**src/rtl/slave_ram_initiator_pkg.sv**
```systemverilog
// slave_ram_pkg
//   Shared definitions for the slave-memory initiator: default widths and
//   timeouts, access-size encodings (bits per access) and the controller
//   state encoding.
package slave_ram_pkg;

    localparam int DEF_ADDR_W      = 10;
    localparam int DEF_DATA_W      = 64;
    localparam int DEF_SIZE_W      = 7;
    localparam int DEF_CYC_W       = 32;
    localparam int DEF_MEM_TIMEOUT = 64;
    localparam int DEF_RUN_TIMEOUT = 200000000;

    // Access size is expressed in bits on the slave port.
    localparam logic [DEF_SIZE_W-1:0] SZ8  = 7'd8;
    localparam logic [DEF_SIZE_W-1:0] SZ16 = 7'd16;
    localparam logic [DEF_SIZE_W-1:0] SZ32 = 7'd32;
    localparam logic [DEF_SIZE_W-1:0] SZ64 = 7'd64;

    typedef enum logic [2:0] {
        ST_IDLE,
        ST_MEM_REQ,
        ST_RSP,
        ST_START,
        ST_RUN,
        ST_FIN
    } state_t;

endpackage

```
**src/rtl/slave_ram_initiator_timeout_counter.sv**
```systemverilog
// timeout_counter
//   Saturating up-counter with a load-to-one and a limit flag. Used both to
//   bound the wait for a memory completion and to time accelerator runs.
// Ports
//   i_clk      clock, rising edge
//   i_rst_n    asynchronous active-low reset (count -> 0)
//   i_load     load count with 1 (first counted cycle)
//   i_en       increment by one, holding at all-ones
//   o_count    current count
//   o_at_limit count has reached LIMIT
module timeout_counter #(
    parameter int W     = 32,
    parameter int LIMIT = 64
) (
    input  logic         i_clk,
    input  logic         i_rst_n,
    input  logic         i_load,
    input  logic         i_en,
    output logic [W-1:0] o_count,
    output logic         o_at_limit
);

    localparam logic [W-1:0] LIMIT_V = W'(LIMIT);

    logic [W-1:0] r_count;

    always_ff @(posedge i_clk or negedge i_rst_n) begin
        if (!i_rst_n) begin
            r_count <= '0;
        end else if (i_load) begin
            r_count <= W'(1);
        end else if (i_en && (r_count != '1)) begin
            r_count <= r_count + W'(1);
        end
    end

    assign o_count    = r_count;
    assign o_at_limit = (r_count >= LIMIT_V);

endmodule

```
**src/rtl/slave_ram_initiator.sv**
```systemverilog
// slave_ram_initiator
//   Bus-master end of the accelerator slave-memory port plus start/done run
//   control. One command (read or write) or one run is in flight at a time.
//   Only channel 0 of the two-channel slave port is used; channel 1 is tied 0.
// Ports
//   clock, reset            clock / asynchronous active-low reset
//   cmd_*                   memory command in (valid/ready handshake)
//   rsp_*                   one-cycle completion pulse, read data, timeout error
//   run_req/busy/done       run control; run_cycles/run_timeout hold last run result
//   start_port, done_port   accelerator handshake
//   S_*, Sout_*             two-channel slave memory port to the accelerator
module slave_ram_initiator
    import slave_ram_pkg::*;
#(
    parameter int ADDR_W      = DEF_ADDR_W,
    parameter int DATA_W      = DEF_DATA_W,
    parameter int SIZE_W      = DEF_SIZE_W,
    parameter int CYC_W       = DEF_CYC_W,
    parameter int MEM_TIMEOUT = DEF_MEM_TIMEOUT,
    parameter int RUN_TIMEOUT = DEF_RUN_TIMEOUT
) (
    input  logic                  clock,
    input  logic                  reset,
    input  logic                  cmd_valid,
    output logic                  cmd_ready,
    input  logic                  cmd_we,
    input  logic [ADDR_W-1:0]     cmd_addr,
    input  logic [DATA_W-1:0]     cmd_wdata,
    input  logic [SIZE_W-1:0]     cmd_size,
    output logic                  rsp_valid,
    output logic [DATA_W-1:0]     rsp_rdata,
    output logic                  rsp_err,
    input  logic                  run_req,
    output logic                  run_busy,
    output logic                  run_done,
    output logic [CYC_W-1:0]      run_cycles,
    output logic                  run_timeout,
    output logic                  start_port,
    input  logic                  done_port,
    output logic [1:0]            S_oe_ram,
    output logic [1:0]            S_we_ram,
    output logic [2*ADDR_W-1:0]   S_addr_ram,
    output logic [2*DATA_W-1:0]   S_Wdata_ram,
    output logic [2*SIZE_W-1:0]   S_data_ram_size,
    input  logic [2*DATA_W-1:0]   Sout_Rdata_ram,
    input  logic [1:0]            Sout_DataRdy
);

    localparam int MEM_CNT_W = $clog2(MEM_TIMEOUT + 1);

    state_t              r_state;
    logic                r_cmd_ready;
    logic                r_oe;
    logic                r_we;
    logic [ADDR_W-1:0]   r_addr;
    logic [DATA_W-1:0]   r_wdata;
    logic [SIZE_W-1:0]   r_size;
    logic                r_rsp_valid;
    logic [DATA_W-1:0]   r_rsp_rdata;
    logic                r_rsp_err;
    logic                r_start;
    logic                r_busy;
    logic                r_run_done;
    logic [CYC_W-1:0]    r_run_cycles;
    logic                r_run_timeout;

    logic                w_cmd_accept;
    logic                w_run_accept;
    logic                w_mem_at_limit;
    logic [MEM_CNT_W-1:0] w_unused_mem_count;
    logic                w_run_en;
    logic                w_run_at_limit;
    logic [CYC_W-1:0]    w_run_count;
    logic                w_unused_ch1;

    // A command takes priority; a run_req in the same cycle is dropped.
    assign w_cmd_accept = (r_state == ST_IDLE) && r_cmd_ready && cmd_valid;
    assign w_run_accept = (r_state == ST_IDLE) && r_cmd_ready && !cmd_valid && run_req;

    // Freeze the run counter on the cycle the run ends so the latched count
    // and the counter agree.
    assign w_run_en = ((r_state == ST_START) || (r_state == ST_RUN)) && !done_port && !w_run_at_limit;

    // Channel 1 is never used.
    assign w_unused_ch1 = ^{Sout_Rdata_ram[2*DATA_W-1:DATA_W], Sout_DataRdy[1]};

    timeout_counter #(
        .W     (MEM_CNT_W),
        .LIMIT (MEM_TIMEOUT)
    ) u_mem_wait (
        .i_clk      (clock),
        .i_rst_n    (reset),
        .i_load     (w_cmd_accept),
        .i_en       (r_state == ST_MEM_REQ),
        .o_count    (w_unused_mem_count),
        .o_at_limit (w_mem_at_limit)
    );

    timeout_counter #(
        .W     (CYC_W),
        .LIMIT (RUN_TIMEOUT)
    ) u_run_cnt (
        .i_clk      (clock),
        .i_rst_n    (reset),
        .i_load     (w_run_accept),
        .i_en       (w_run_en),
        .o_count    (w_run_count),
        .o_at_limit (w_run_at_limit)
    );

    always_ff @(posedge clock or negedge reset) begin
        if (!reset) begin
            r_state       <= ST_IDLE;
            r_cmd_ready   <= 1'b0;
            r_oe          <= 1'b0;
            r_we          <= 1'b0;
            r_addr        <= '0;
            r_wdata       <= '0;
            r_size        <= '0;
            r_rsp_valid   <= 1'b0;
            r_rsp_rdata   <= '0;
            r_rsp_err     <= 1'b0;
            r_start       <= 1'b0;
            r_busy        <= 1'b0;
            r_run_done    <= 1'b0;
            r_run_cycles  <= '0;
            r_run_timeout <= 1'b0;
        end else begin
            // Pulse outputs default low.
            r_rsp_valid <= 1'b0;
            r_start     <= 1'b0;
            r_run_done  <= 1'b0;

            case (r_state)
                ST_IDLE: begin
                    r_cmd_ready <= 1'b1;
                    if (w_cmd_accept) begin
                        r_cmd_ready <= 1'b0;
                        r_oe        <= ~cmd_we;
                        r_we        <= cmd_we;
                        r_addr      <= cmd_addr;
                        r_wdata     <= cmd_wdata;
                        r_size      <= cmd_size;
                        r_state     <= ST_MEM_REQ;
                    end else if (w_run_accept) begin
                        r_cmd_ready   <= 1'b0;
                        r_start       <= 1'b1;
                        r_busy        <= 1'b1;
                        r_run_timeout <= 1'b0;
                        r_state       <= ST_START;
                    end
                end

                ST_MEM_REQ: begin
                    // Request stays stable until completion or timeout.
                    if (Sout_DataRdy[0] || w_mem_at_limit) begin
                        r_oe        <= 1'b0;
                        r_we        <= 1'b0;
                        r_addr      <= '0;
                        r_wdata     <= '0;
                        r_size      <= '0;
                        r_rsp_valid <= 1'b1;
                        r_state     <= ST_RSP;
                        if (Sout_DataRdy[0]) begin
                            r_rsp_rdata <= r_we ? '0 : Sout_Rdata_ram[DATA_W-1:0];
                            r_rsp_err   <= 1'b0;
                        end else begin
                            r_rsp_rdata <= '0;
                            r_rsp_err   <= 1'b1;
                        end
                    end
                end

                ST_RSP: begin
                    r_cmd_ready <= 1'b1;
                    r_state     <= ST_IDLE;
                end

                ST_START, ST_RUN: begin
                    // done_port wins over a simultaneous timeout.
                    if (done_port) begin
                        r_run_cycles <= w_run_count;
                        r_busy       <= 1'b0;
                        r_run_done   <= 1'b1;
                        r_state      <= ST_FIN;
                    end else if (w_run_at_limit) begin
                        r_run_cycles  <= w_run_count;
                        r_run_timeout <= 1'b1;
                        r_busy        <= 1'b0;
                        r_run_done    <= 1'b1;
                        r_state       <= ST_FIN;
                    end else begin
                        r_state <= ST_RUN;
                    end
                end

                ST_FIN: begin
                    r_cmd_ready <= 1'b1;
                    r_state     <= ST_IDLE;
                end

                default: begin
                    r_state <= ST_IDLE;
                end
            endcase
        end
    end

    assign cmd_ready       = r_cmd_ready;
    assign rsp_valid       = r_rsp_valid;
    assign rsp_rdata       = r_rsp_rdata;
    assign rsp_err         = r_rsp_err;
    assign run_busy        = r_busy;
    assign run_done        = r_run_done;
    assign run_cycles      = r_run_cycles;
    assign run_timeout     = r_run_timeout;
    assign start_port      = r_start;
    assign S_oe_ram        = {1'b0, r_oe};
    assign S_we_ram        = {1'b0, r_we};
    assign S_addr_ram      = {{ADDR_W{1'b0}}, r_addr};
    assign S_Wdata_ram     = {{DATA_W{1'b0}}, r_wdata};
    assign S_data_ram_size = {{SIZE_W{1'b0}}, r_size};

endmodule

```
**config.mk**
```make
export PLATFORM = sky130hd
export DESIGN_NAME = slave_ram_initiator
export DESIGN_NICKNAME = d
export VERILOG_FILES = /design/src/rtl/slave_ram_initiator_pkg.sv /design/src/rtl/slave_ram_initiator_timeout_counter.sv /design/src/rtl/slave_ram_initiator.sv
export SDC_FILE = /design/constraint.sdc
export NUM_CORES = 1
export LEC_CHECK = 0
export CAP_MARGIN = 10
export CORE_AREA = 2 2 189 191
export CTS_CLUSTER_DIAMETER = 80
export DETAILED_ROUTE_END_ITERATION = 10
export DIE_AREA = 0 0 191 193
export HOLD_SLACK_MARGIN = 0.15
export PLACE_DENSITY_LB_ADDON = 0.08
export SYNTH_ARGS = -nofsm -noshare
export SYNTH_HDL_FRONTEND = slang
export SYNTH_SLANG_ARGS = --single-unit
```
**constraint.sdc**
```tcl
create_clock -name clock -period 2.5 [get_ports clock]
set_input_delay 0.25 -clock clock [delete_from_list [all_inputs] [get_ports clock]]
set_output_delay 0.25 -clock clock [all_outputs]
set_load 0.005 [all_outputs]
```
Yosys cells after proc, flatten, opt, wreduce, memory -nomap -nowiden
Index checks and enable logic that the tools add are counted.
{"block": "word_totals", "elab_cells": 115, "regBits": 228, "in_bits": 217, "out_inout_bits": 269}
{"block": "classes", "reduce_logical": 28, "bitwise": 1, "n_addsub": 2, "mux": 50, "eq_ne": 15, "order_cmp": 2}
{"op": "64-bit 2-to-1 mux", "count": 4}
{"op": "32-bit 2-to-1 mux", "count": 4}
{"op": "64-bit case mux with 2 select lines", "count": 1}
{"op": "32-bit by 1-bit adder with 32-bit output (second input constant)", "count": 1}
{"op": "32-bit by 28-bit >= comparator with 1-bit output (second input constant)", "count": 1}
{"op": "32-bit inequality test (second input constant)", "count": 1}
{"op": "7-bit 2-to-1 mux", "count": 4}
{"op": "1-bit 2-to-1 mux", "count": 24}
{"op": "10-bit 2-to-1 mux", "count": 2}
{"op": "10-bit case mux with 2 select lines", "count": 1}
{"op": "7-bit case mux with 2 select lines", "count": 1}
{"op": "2-bit nonzero test", "count": 6}
{"op": "1-bit case mux with 2 select lines", "count": 5}
{"op": "3-bit 2-to-1 mux", "count": 3}
{"op": "3-bit case mux with 3 select lines", "count": 1}
{"op": "1-bit logical AND", "count": 8}
{"op": "2-bit inequality test (second input constant)", "count": 4}
{"op": "7-bit by 1-bit adder with 7-bit output (second input constant)", "count": 1}
{"op": "7-bit >= comparator (second input constant)", "count": 1}
{"op": "7-bit inequality test (second input constant)", "count": 1}
{"op": "3-bit by 2-bit == test with 1-bit output (second input constant)", "count": 2}
{"op": "3-bit == test (second input constant)", "count": 2}
{"op": "2-bit AND reduction", "count": 3}
{"op": "5-bit AND reduction", "count": 1}
{"op": "other kinds (11)", "count": 16}

Longest topological paths before layout
Gate-level depths: netlist (run 1).
{"block": "logic_depth", "ltp_word": 7, "depth_mapped": 8, "depth_no_buf": 6}

Cells and area by module
Synthesis (run 1) repeated with hierarchy kept, for this count alone.
{"block": "hier_totals", "hier_cells": 917, "hier_area_um2": 10158.5}
{"mod": "slave_ram_initiator", "cells_each": 668, "area_per_inst_um2": 7865.0, "instances": 1, "seq_area_each_um2": 4729.5}
{"mod": "timeout_counter at u_run_cnt", "cells_each": 204, "area_per_inst_um2": 1829.3, "instances": 1, "seq_area_each_um2": 800.8}
{"mod": "timeout_counter at u_mem_wait", "cells_each": 45, "area_per_inst_um2": 464.2, "instances": 1, "seq_area_each_um2": 175.2}

Least setup slack after synthesis (run 1)
No wires, ideal clock.
{"block": "synth_path", "path_type": "reg-to-reg", "startpoint": "reg u_run_cnt.r_count[26], in the netlist u_run_cnt.o_count[26]", "endpoint": "reg r_run_cycles[10], in the netlist run_cycles[10]", "path_slack_ns": 0.541, "t_arrival_ns": 1.834, "stages_incl_launch_ff": 8, "t_required_ns": 2.375, "synth_period_minus_slack_ns": 1.959, "n_path_buf": 2, "setup_time_ns": 0.125, "cell_sequence": "dfrtp_1 -> nand4b_1 -> o311ai_1 -> a21o_4 -> o21a_1 -> buf_4 -> buf_6 -> mux2_2"}
{"block": "synth_between", "elab_chain_cells": 3}
{"element": "from (decl)", "line_no": "slave_ram_initiator_timeout_counter.sv:25", "text": "logic [W-1:0] r_count;"}
{"element": "from (signal assigned)", "line_no": "slave_ram_initiator_timeout_counter.sv:33", "text": "r_count <= r_count + W'(1);"}
{"element": "32-bit by 28-bit >= comparator with 1-bit output", "line_no": "slave_ram_initiator_timeout_counter.sv:38", "text": "assign o_at_limit = (r_count >= LIMIT_V);"}
{"element": "2-bit nonzero test (no line)"}
{"element": "2-bit AND reduction (no line)"}
{"element": "to (signal assigned)", "line_no": "slave_ram_initiator.sv:182", "text": "r_run_cycles <= w_run_count;"}
{"element": "to (signal assigned)", "line_no": "slave_ram_initiator.sv:187", "text": "r_run_cycles <= w_run_count;"}
{"element": "to (decl)", "line_no": "slave_ram_initiator.sv:64", "text": "logic [CYC_W-1:0] r_run_cycles;"}
Every way passes these cells.
A chain may end at the register's enable or synchronous reset.

Final worst setup path (run 1)
{"block": "layout_path", "startpoint": "reg u_run_cnt.r_count[26], in the netlist u_run_cnt.o_count[26]", "endpoint": "reg r_run_cycles[26], in the netlist run_cycles[26]"}
{"block": "layout_between", "elab_chain_cells": 3, "elab_cells_between_ends": 5, "cone_classes": "order compare: 1; mux: 2; reduce/logical: 2"}
{"element": "32-bit by 28-bit >= comparator with 1-bit output", "line_no": "slave_ram_initiator_timeout_counter.sv:38"}
{"element": "2-bit nonzero test (no line)"}
{"element": "2-bit AND reduction (no line)"}
Parallel ways exist; a longest one is shown, timed or not. The select of a mux whose other input is x is not followed.

==> results.toml, run 1 <==
[logic_synthesis]
synth_top_area_cell = "dfrtp_1"
async_flop_share = 1.00
synth-edff-count = 0
ys_top_cells_by_count = "dfrtp_1 (228), nand2_1 (154), buf_4 (90)"
synth_seq_cells = 228
synth_area_per_cell_um2 = 11.0
netlist_area_um2 = 9850
syn_inst = 892
synth.top_cell.area_share = 0.579
ys_warn_count = 0
synth.most_common_cell = "dfrtp_1"
synth-seq-area-share = 0.579
ys_top_cells_by_area = "dfrtp_1 (58%), a22o_1 (7.4%), buf_4 (6.9%)"
synth_ff_type = "dfrtp_1"
yosysUniqueCellTypes = 51

[die]
rows = 69
start_util = 0.282
dieArea_um2 = 36900
die_w_um = 191
die_h_um = 193
coreArea_um2 = 35000
io_pins = 486

[final_layout]
drive_above_1_share = 0.0983
fin_nets = 1451
syn2layout_area_growth_pct = 47.4
fill_cells = 3450

[clocking]
clock_sinks = 228
clk_latency_ns = 0.53
clock_path_buffers = 3
post_cts_buffers = 0
cts_buffers = 27
cts_resized = 0
clkTransAtPathRegs_ns = 0.06
cts_root_buf = "clkbuf_16"
cts_tree = "done"
htreeDepth = 1

[drt]
drt_iter0_markers = 283
firstDrtPassIters = 4
drcViolationCount = 0
antenna_left = 0
drt-wirelength-per-cell_um = 16.6
vias = 7490
vias_per_cell = 4.37
postRouteWirelength_um = 28400

[timing]
final.setup_skew_ns = 0.0208
fmax_mhz = 433
slew_headroom = 0.537
worst_pin_slew_ns = 0.694
hold_viol_final = 0
tns_ns = 0
finalMaxSlewViolations = 0
setup_viol = 0
fin_crit_sh = 0.924
whs_ns = 0.232
period_needed_ns = 2.31
rsz0062_at_grt = "no"

[pwr]
vdd_ir_drop_max_mv = 0.564
switchingPower_w = 0.00425
p_int_w = 0.00986
p_leak_nw = 6.46
seqPwrFrac = 0.374
p_sw_frac = 0.301
pwr-share-clk = 0.282
power.share.combinational = 0.344
power_density_nw_per_um2 = 972

[global_routing]
grtUsageMet3 = 0.0619
grt_start_max_net_pins = 65
grt_usage = 0.149
grt_pass1_wl_um = 43600
grt_use_met2 = 0.225
busiest_layer = "met2"
grt_pass1_vias = 7448
met1_usage = 0.196
antenna_found_initial = 2
overflow = 0

[setup_path]
timing_worst_setup_path_type = "reg2reg"
cp.depth = 6
worstPathCellList = "nand4b_1 -> o311ai_1 -> a21o_4 -> o21a_2 -> buf_4 -> mux2_2"
r2r_slack_ns = 0.19
crit_path_start = "u_run_cnt.o_count[26]"
crit_path_max_fanout = 24
end_kind = "register"
critPathTopFamily = "compound AO/OA/AOI/OAI gates"
reg2regPathDepth = 6
crit_path_start_kind = "register"
crit_slowest_cell = "dfrtp_1"
rr_endpoint = "run_cycles[26]"
worstReg2RegStart = "u_run_cnt.o_count[26]"
cp.buffers_inverters = 1
worstPathRequired_ns = 2.91
arrival_ns = 2.72
critPathMaxStageDelay_ns = 0.44
endpoint = "run_cycles[26]"

[placement]
gp_congestion = 0.727
post-dp-hpwl_um = 19800
port_buffers = 337

[flow_run]
maxCapViolCount = 0

[outcome]
status = "completed"

[worst_hold_path]
hold_class = "in2async"
cell families after synthesis:
group | after synthesis | synth area share
simple gates | 259 | 0.127
flops | 228 | 0.579
mux | 39 | 0.0437
fa+ha+maj | 3 | 0.00381
other cells | 1 | 0.000381
buf+inv | 150 | 0.0957
xor+xnor | 5 | 0.00444
compound gates | 207 | 0.146
timing repair:
action | in CTS | in global routing
hold buffers | 1 | 0
setup endpoints to repair | 0 | 0
hold endpoints to repair | 183 | 0
state kept, by name, summed over array words and instances (netlist names):
name / cells
r_oe: 1
r_state: 3
rsp_valid: 1
run_timeout: 1
r_wdata: 64
u_run_cnt.o_count: 32
r_size: 7
rsp_err: 1
u_mem_wait.o_count: 7
run_cycles: 32
start_port: 1
r_addr: 10
run_done: 1
r_we: 1
cmd_ready: 1
rsp_rdata: 64
run_busy: 1
how the worst min path moves through the flow:
stage | slack [ns] | to | cells after the start | startpoint
floorplan | -0.05 | cmd_ready | 0 | reset
global placement | 0.23 | u_run_cnt.o_count[5] | 1 | reset
detailed placement | 0.22 | u_run_cnt.o_count[5] | 1 | reset
CTS | 0.24 | u_run_cnt.o_count[5] | 2 | reset
global route | 0.26 | u_run_cnt.o_count[5] | 2 | reset
finish | 0.23 | u_run_cnt.o_count[5] | 2 | reset
worst reg2reg max path, cell delays in order (launching register included):
cell	delay [ns]
dfrtp_1	0.44
nand4b_1	0.23
o311ai_1	0.40
a21o_4	0.30
o21a_2	0.20
buf_4	0.26
mux2_2	0.37
metrics by stage:
step | power [W] | worst slack, ns | area, µm² | utilization | std cells
after global routing | 0.0151 | 0.0363 | 14500 | 0.415 | 1713
final | 0.0141 | 0.190 | 14500 | 0.415 | 1713
after CTS | 0.0144 | 0.160 | 14500 | 0.415 | 1712
after floorplan | 0.00744 | 0.541 | 10200 | - | 974
after global placement | 0.0103 | 0.204 | 13600 | 0.389 | 1662
after detailed placement | 0.0103 | 0.177 | 13600 | 0.389 | 1662
final cells by class:
| cell class | count | area (µm²) | area share |
|---|---|---|---|
| Multi-Input combinational cell | 596 | 3540 | 0.243 |
| Sequential cell | 228 | 5710 | 0.393 |
| Clock buffer | 40 | 835 | 0.0575 |
| Tap cell | 461 | 577 | 0.0397 |
| Clock inverter | 9 | 80.1 | 0.00551 |
| Timing Repair Buffer | 371 | 3760 | 0.259 |
| Inverter | 7 | 26.3 | 0.00181 |
| Antenna cell | 1 | 2.50 | 0.000172 |
layout by cell type, fill, tap and decap left out, types with 3 or more instances in the layout:
| cell | count |
|---|---|
| inv_1 | 7 |
| nor4_1 | 4 |
| nand3_1 | 17 |
| nor4_2 | 3 |
| clkinv_2 | 4 |
| nand4_1 | 9 |
| clkbuf_8 | 11 |
| and3_1 | 6 |
| a22o_1 | 83 |
| and4_1 | 4 |
| conb_1 | 83 |
| o31ai_1 | 15 |
| ha_1 | 3 |
| dfrtp_1 | 228 |
| nand2b_1 | 6 |
| buf_4 | 23 |
| o21ai_0 | 70 |
| mux2_2 | 27 |
| or4_1 | 16 |
| nor3_1 | 4 |
| mux2i_1 | 7 |
| and2_1 | 4 |
| clkinvlp_4 | 4 |
| a21oi_1 | 24 |
| buf_12 | 10 |
| nand2_1 | 154 |
| mux2_1 | 5 |
| xor2_1 | 4 |
| clkdlybuf4s50_1 | 336 |
| clkbuf_16 | 27 |
| nor2_1 | 20 |
routing by layer:
metal / wire length (µm) / vias up / share of wire
met2: 12600 / 280 / 0.44
met4: 488 / 2 / 0.017
met1: 12300 / 3535 / 0.43
li1: - / 3642 / -
met5: 13 / - / 0.00046
met3: 3010 / 31 / 0.11
power groups by stage:
stage                     logic, W  registers, W  clock network (W)
after floorplan            0.00210       0.00534                  0
after global placement     0.00496       0.00532                  0
after detailed placement   0.00497       0.00529                  0
after CTS                  0.00496       0.00529            0.00413
after global routing       0.00537       0.00543            0.00429
final                      0.00485       0.00528            0.00397
No activity file was read; power rests on OpenSTA's default activity.
==> run 2, diff against run 1 <==
--- a/config.mk
+++ b/config.mk
@@ -5,11 +5,12 @@
 export SDC_FILE = /design/constraint.sdc
 export NUM_CORES = 1
 export LEC_CHECK = 0
+export ABC_AREA = 1
 export CAP_MARGIN = 10
-export CORE_AREA = 2 2 189 191
+export CORE_AREA = 2 2 187 189
 export CTS_CLUSTER_DIAMETER = 80
 export DETAILED_ROUTE_END_ITERATION = 10
-export DIE_AREA = 0 0 191 193
+export DIE_AREA = 0 0 189 191
 export HOLD_SLACK_MARGIN = 0.15
 export PLACE_DENSITY_LB_ADDON = 0.08
 export SYNTH_ARGS = -nofsm -noshare
==> run 2 against run 1 <==
Compared with the run above: register-to-register slack improved by 0.26 ns; fmax grew 13%; final cell count is 15% higher; clock power grew 5.5%; global-route usage up 3.0 points; via count up 18%; die area is 2.1% lower; synthesized cell count is 31% higher; setup slack better by 0.26 ns; sequential power is 5.5% higher; critical path type unchanged; critical endpoint is now r_wdata[42].
==> results.toml, run 2 <==
[drt]
vias_per_cell = 4.47
drt_iter0_markers = 509
firstDrtPassIters = 4
antenna_left = 0
drcViolationCount = 0
vias = 8812
drt-wirelength-per-cell_um = 16.9
postRouteWirelength_um = 33400

[die]
start_util = 0.310
rows = 68
die_w_um = 189
dieArea_um2 = 36100
io_pins = 486
coreArea_um2 = 34100
die_h_um = 191

[logic_synthesis]
ys_top_cells_by_count = "nand2_1 (355), dfrtp_1 (228), nand3_1 (151)"
synth_area_per_cell_um2 = 9.04
synth.top_cell.area_share = 0.540
ys_warn_count = 0
ys_top_cells_by_area = "dfrtp_1 (54%), nand2_1 (13%), nand3_1 (7.2%)"
async_flop_share = 1.00
synth-edff-count = 0
netlist_area_um2 = 10600
synth_seq_cells = 228
yosysUniqueCellTypes = 33
synth.most_common_cell = "nand2_1"
synth_top_area_cell = "dfrtp_1"
synth-seq-area-share = 0.540
syn_inst = 1169
synth_ff_type = "dfrtp_1"

[final_layout]
fin_nets = 1716
mostFrequentLayoutCells = "nand2_1 (355), clkdlybuf4s50_1 (336), dfrtp_1 (228)"
syn2layout_area_growth_pct = 42.4
instances_no_fill = 1971
drive_above_1_share = 0.0600
mostFrequentLayoutCell = "nand2_1"
diodes = 0
fin_area_um2 = 15000

[pwr]
power.share.combinational = 0.395
p_sw_frac = 0.338
power_density_nw_per_um2 = 1070
vdd_ir_drop_max_mv = 0.529
pwr-share-clk = 0.259
switchingPower_w = 0.00545
p_leak_nw = 7.30
p_int_w = 0.0107
seqPwrFrac = 0.345

[placement]
place_inst = 1919
gp_congestion = 0.884
port_buffers = 337
pre_cts_ws_ns = 0.251
post-dp-hpwl_um = 23300
placed_area_um2 = 14100

[global_routing]
overflow = 0
antenna_found_initial = 1
grt_usage = 0.178
grt_pass1_wl_um = 51300
grt_pass1_vias = 8613
grt_start_max_net_pins = 86

[clocking]
hold_buffers = 1
post_cts_buffers = 0
clock_sinks = 228
clk_latency_ns = 0.56
clock_path_buffers = 3
cts_tree = "done"
cts_resized = 0
cts_root_buf = "clkbuf_16"
clkTransAtPathRegs_ns = 0.06
cts_buffers = 28
htreeDepth = 1

[timing]
hold_viol_final = 0
finalMaxSlewViolations = 0
worst_pin_slew_ns = 0.733
setup_viol = 0
period_needed_ns = 2.05
fin_crit_sh = 0.818
tns_ns = 0
slew_headroom = 0.511
worst_slack_ns = 0.454
fmax_mhz = 489
rsz0062_at_grt = "no"
final.setup_skew_ns = 0.0312

[setup_path]
worstPathRequired_ns = 2.94
crit_path_start_kind = "register"
arrival_ns = 2.48
crit_path_max_fanout = 52
timing_worst_setup_path_type = "reg2reg"
end_kind = "register"

[flow_run]
maxCapViolCount = 0

[worst_hold_path]
hold_class = "in2async"

[outcome]
status = "completed"
[run 2: per-layer routing]
metal / vias up / global-route usage / wire length, µm
li1: 4321 / - / -
met1: 4175 / 0.220 / 13900
met2: 263 / 0.315 / 16600
met3: 51 / 0.0367 / 1930
met4: 2 / 0.0508 / 929
met5: - / 0 / 14
[run 2: worst paths after layout]
check,from,to,slack (ns),depth (start not counted)
hold reg to reg,run_cycles[25],run_cycles[25],0.47,2
min in group clock,Sout_Rdata_ram[43],rsp_rdata[43],0.24,3
setup / recovery,r_state[0],r_wdata[42],0.45,8
max in group asynchronous,reset,u_run_cnt.o_count[13],1.41,3
setup reg to reg,r_state[0],r_wdata[42],0.45,8
hold / removal,reset,rsp_rdata[54],0.23,2
[run 2: kinds of logic after synthesis]
logic type,Yosys count,share of synthesized area
compound gates,101,0.0789
fa+ha+maj,3,0.00355
xor+xnor,10,0.00829
simple gates,619,0.250
buf+inv,207,0.119
other cells,1,0.000355
flops,228,0.540
[run 2: through the flow]
stage | power, W | hold slack, ns | utilization
floorplan | 0.00877 | -0.0456 | -
global placement | 0.0121 | 0.281 | 0.412
detailed placement | 0.0121 | 0.273 | 0.412
CTS | 0.0164 | 0.212 | 0.441
global route | 0.0172 | 0.231 | 0.441
finish | 0.0161 | 0.230 | 0.441
[run 2: worst max-delay path, cell delays in order, from the launching register on]
cell	delay [ns]
dfrtp_1	0.42
inv_1	0.08
nand2_2	0.07
nor2_4	0.16
nand3_4	0.15
nand2_2	0.12
nand3_2	0.34
buf_12	0.35
a22o_1	0.23
[run 2: power by group through the flow]
stage | clock network, W | logic [W] | registers, W
after floorplan | 0 | 0.00309 | 0.00568
after global placement | 0 | 0.00649 | 0.00560
after detailed placement | 0 | 0.00647 | 0.00564
after CTS | 0.00433 | 0.00651 | 0.00558
after global routing | 0.00446 | 0.00701 | 0.00574
final | 0.00419 | 0.00638 | 0.00557
[run 2: cell type report]
cell class                 count  area (µm²)
timing repair buffer         361        3650
tap                          455         569
sequential                   228        5710
clock inverter                 8         143
fill                        3407       19100
clock buffer                  42         823
inverter                      61         229
multi-input combinational    816        3930
==> run 3, diff against run 2 <==
==> constraint.sdc (replaced) <==
create_clock -name clock -period 2.1 [get_ports clock]
set_input_delay 0.21 -clock clock [delete_from_list [all_inputs] [get_ports clock]]
set_output_delay 0.21 -clock clock [all_outputs]
set_load 0.005 [all_outputs]
==> run 3 against run 2 <==
Compared with the run above: sequential share of layout area shrank 0.16 points; via count up 1.2%; utilization grew 0.18 points; clock-buffer cell count decreased by 4; critical path depth rose by 1; wire length grew 0.35%; design area grew 0.42%; global-route usage up 0.21 points; register-to-register slack got worse by 0.22 ns; critical path type unchanged; critical endpoint is now u_run_cnt.o_count[13].
==> results.toml, run 3 (same netlist as run 2, synthesis figures left out) <==
[global_routing]
grt_pass1_wl_um = 51600
grt_usage = 0.181
grt_start_max_net_pins = 67
grt_pass1_vias = 8552
antenna_found_initial = 2
overflow = 0

[drt]
drt_iter0_markers = 445
drcViolationCount = 0
firstDrtPassIters = 4
postRouteWirelength_um = 33500
antenna_left = 0
vias = 8916
drt-wirelength-per-cell_um = 16.9
vias_per_cell = 4.50

[setup_path]
crit_path_start_kind = "register"
crit_top_cell = "nand2_1"
worstPathRequired_ns = 2.53
timing_worst_setup_path_type = "reg2reg"
crit_slowest_cell = "dfrtp_1"
worstPathCellList = "nand2_1 -> nor2_2 -> nand3_1 -> inv_1 -> nand2_1 -> nand3_2 -> nand2_2 -> nand2_1 -> nand2_1"
cp.buffers_inverters = 1
critPathMaxStageDelay_ns = 0.46
critPathTopFamily = "simple AND/OR/NAND/NOR gates"
end_kind = "register"
crit_path_max_fanout = 15
arrival_ns = 2.29

[die]
dieArea_um2 = 36100
coreArea_um2 = 34100
start_util = 0.310
rows = 68
die_h_um = 191
io_pins = 486
die_w_um = 189

[final_layout]
drive_above_1_share = 0.0682
mostFrequentLayoutCell = "nand2_1"
syn2layout_area_growth_pct = 43.0
mostFrequentLayoutCells = "nand2_1 (355), clkdlybuf4s50_1 (336), dfrtp_1 (228)"
fill_cells = 3397
fin_nets = 1723
final_util = 0.443

[timing]
worst_pin_slew_ns = 0.527
final.setup_skew_ns = 0.0198
slew_headroom = 0.649
rsz0062_at_grt = "no"
fin_crit_sh = 0.888
tns_ns = 0
fmax_mhz = 536
setup_viol = 0
finalMaxSlewViolations = 0
worst_slack_ns = 0.235
period_needed_ns = 1.87
hold_viol_final = 0

[clocking]
clk_latency_ns = 0.55
htreeDepth = 1
cts_buffers = 28
clkTransAtPathRegs_ns = 0.06
clock_path_buffers = 3
post_cts_buffers = 0
cts_tree = "done"
clock_sinks = 228
cts_root_buf = "clkbuf_16"

[placement]
port_buffers = 337
pre_cts_ws_ns = 0.177
gp_congestion = 0.845
post-dp-hpwl_um = 23600

[flow_run]
maxCapViolCount = 0

[pwr]
p_leak_nw = 7.35
power_density_nw_per_um2 = 1270
vdd_ir_drop_max_mv = 0.781

[outcome]
status = "completed"

[worst_hold_path]
hold_class = "in2async"
[run 3: cell count changes in the layout (fill, tap and decap cells not counted), sizes merged]
cell / before / now
clkinv: 5 / 12
diode: 0 / 1
clkinvlp: 1 / 0
buf: 24 / 31
clkbuf: 42 / 38
[run 3: through the flow]
| stage | instance area [µm²] | hold slack, ns | power [W] | std cells |
|---|---|---|---|---|
| after floorplan | 10900 | -0.0856 | 0.0104 | 1251 |
| after global placement | 14100 | 0.181 | 0.0145 | 1927 |
| after detailed placement | 14100 | 0.180 | 0.0145 | 1927 |
| after CTS | 15100 | 0.190 | 0.0196 | 1980 |
| after global routing | 15100 | 0.204 | 0.0205 | 1981 |
| final | 15100 | 0.183 | 0.0192 | 1981 |
[run 3: what timing repair did]
item,4_1_cts,5_1_grt
endpoints found under the hold margin,228,0
hold buffers,1,0
gates resized for setup,0,1
endpoints found under the setup margin,0,7
[run 3: final cells by class]
class                      instances  area [µm²]  area share
sequential                       228        5710       0.378
multi-input combinational        816        3930       0.260
timing repair buffer             368        3710       0.246
clock buffer                      38         798      0.0528
tap                              455         569      0.0377
inverter                          61         229      0.0152
clock inverter                    14         160      0.0106
antenna                            1        2.50    0.000166
[run 3: path summary, 6_finish.rpt]
| path | startpoint | end | slack (ns) | cells after the start |
|---|---|---|---|---|
| min in group clock | Sout_Rdata_ram[40] | rsp_rdata[40] | 0.22 | 3 |
| max reg2reg | u_run_cnt.o_count[16] | u_run_cnt.o_count[13] | 0.23 | 9 |
| max | u_run_cnt.o_count[16] | u_run_cnt.o_count[13] | 0.23 | 9 |
| min reg2reg | run_cycles[25] | run_cycles[25] | 0.47 | 2 |
| max in group asynchronous | reset | u_run_cnt.o_count[12] | 1.17 | 3 |
| min | reset | rsp_rdata[54] | 0.18 | 2 |
[run 3: per-layer routing]
metal  global-route usage  routed length [µm]  vias up
li1                     -                   -     4339
met1                0.229               13900     4251
met2                0.312               16700      276
met3               0.0375                2120       48
met4               0.0493                 867        2
met5                    0                   9        -
[run 3: report_power, final]
part	switching [W]	total (W)	internal [W]
Sequential	0.000788	0.00662	0.00583
Clock	0.00192	0.00494	0.00303
Combinational	0.00381	0.00769	0.00388
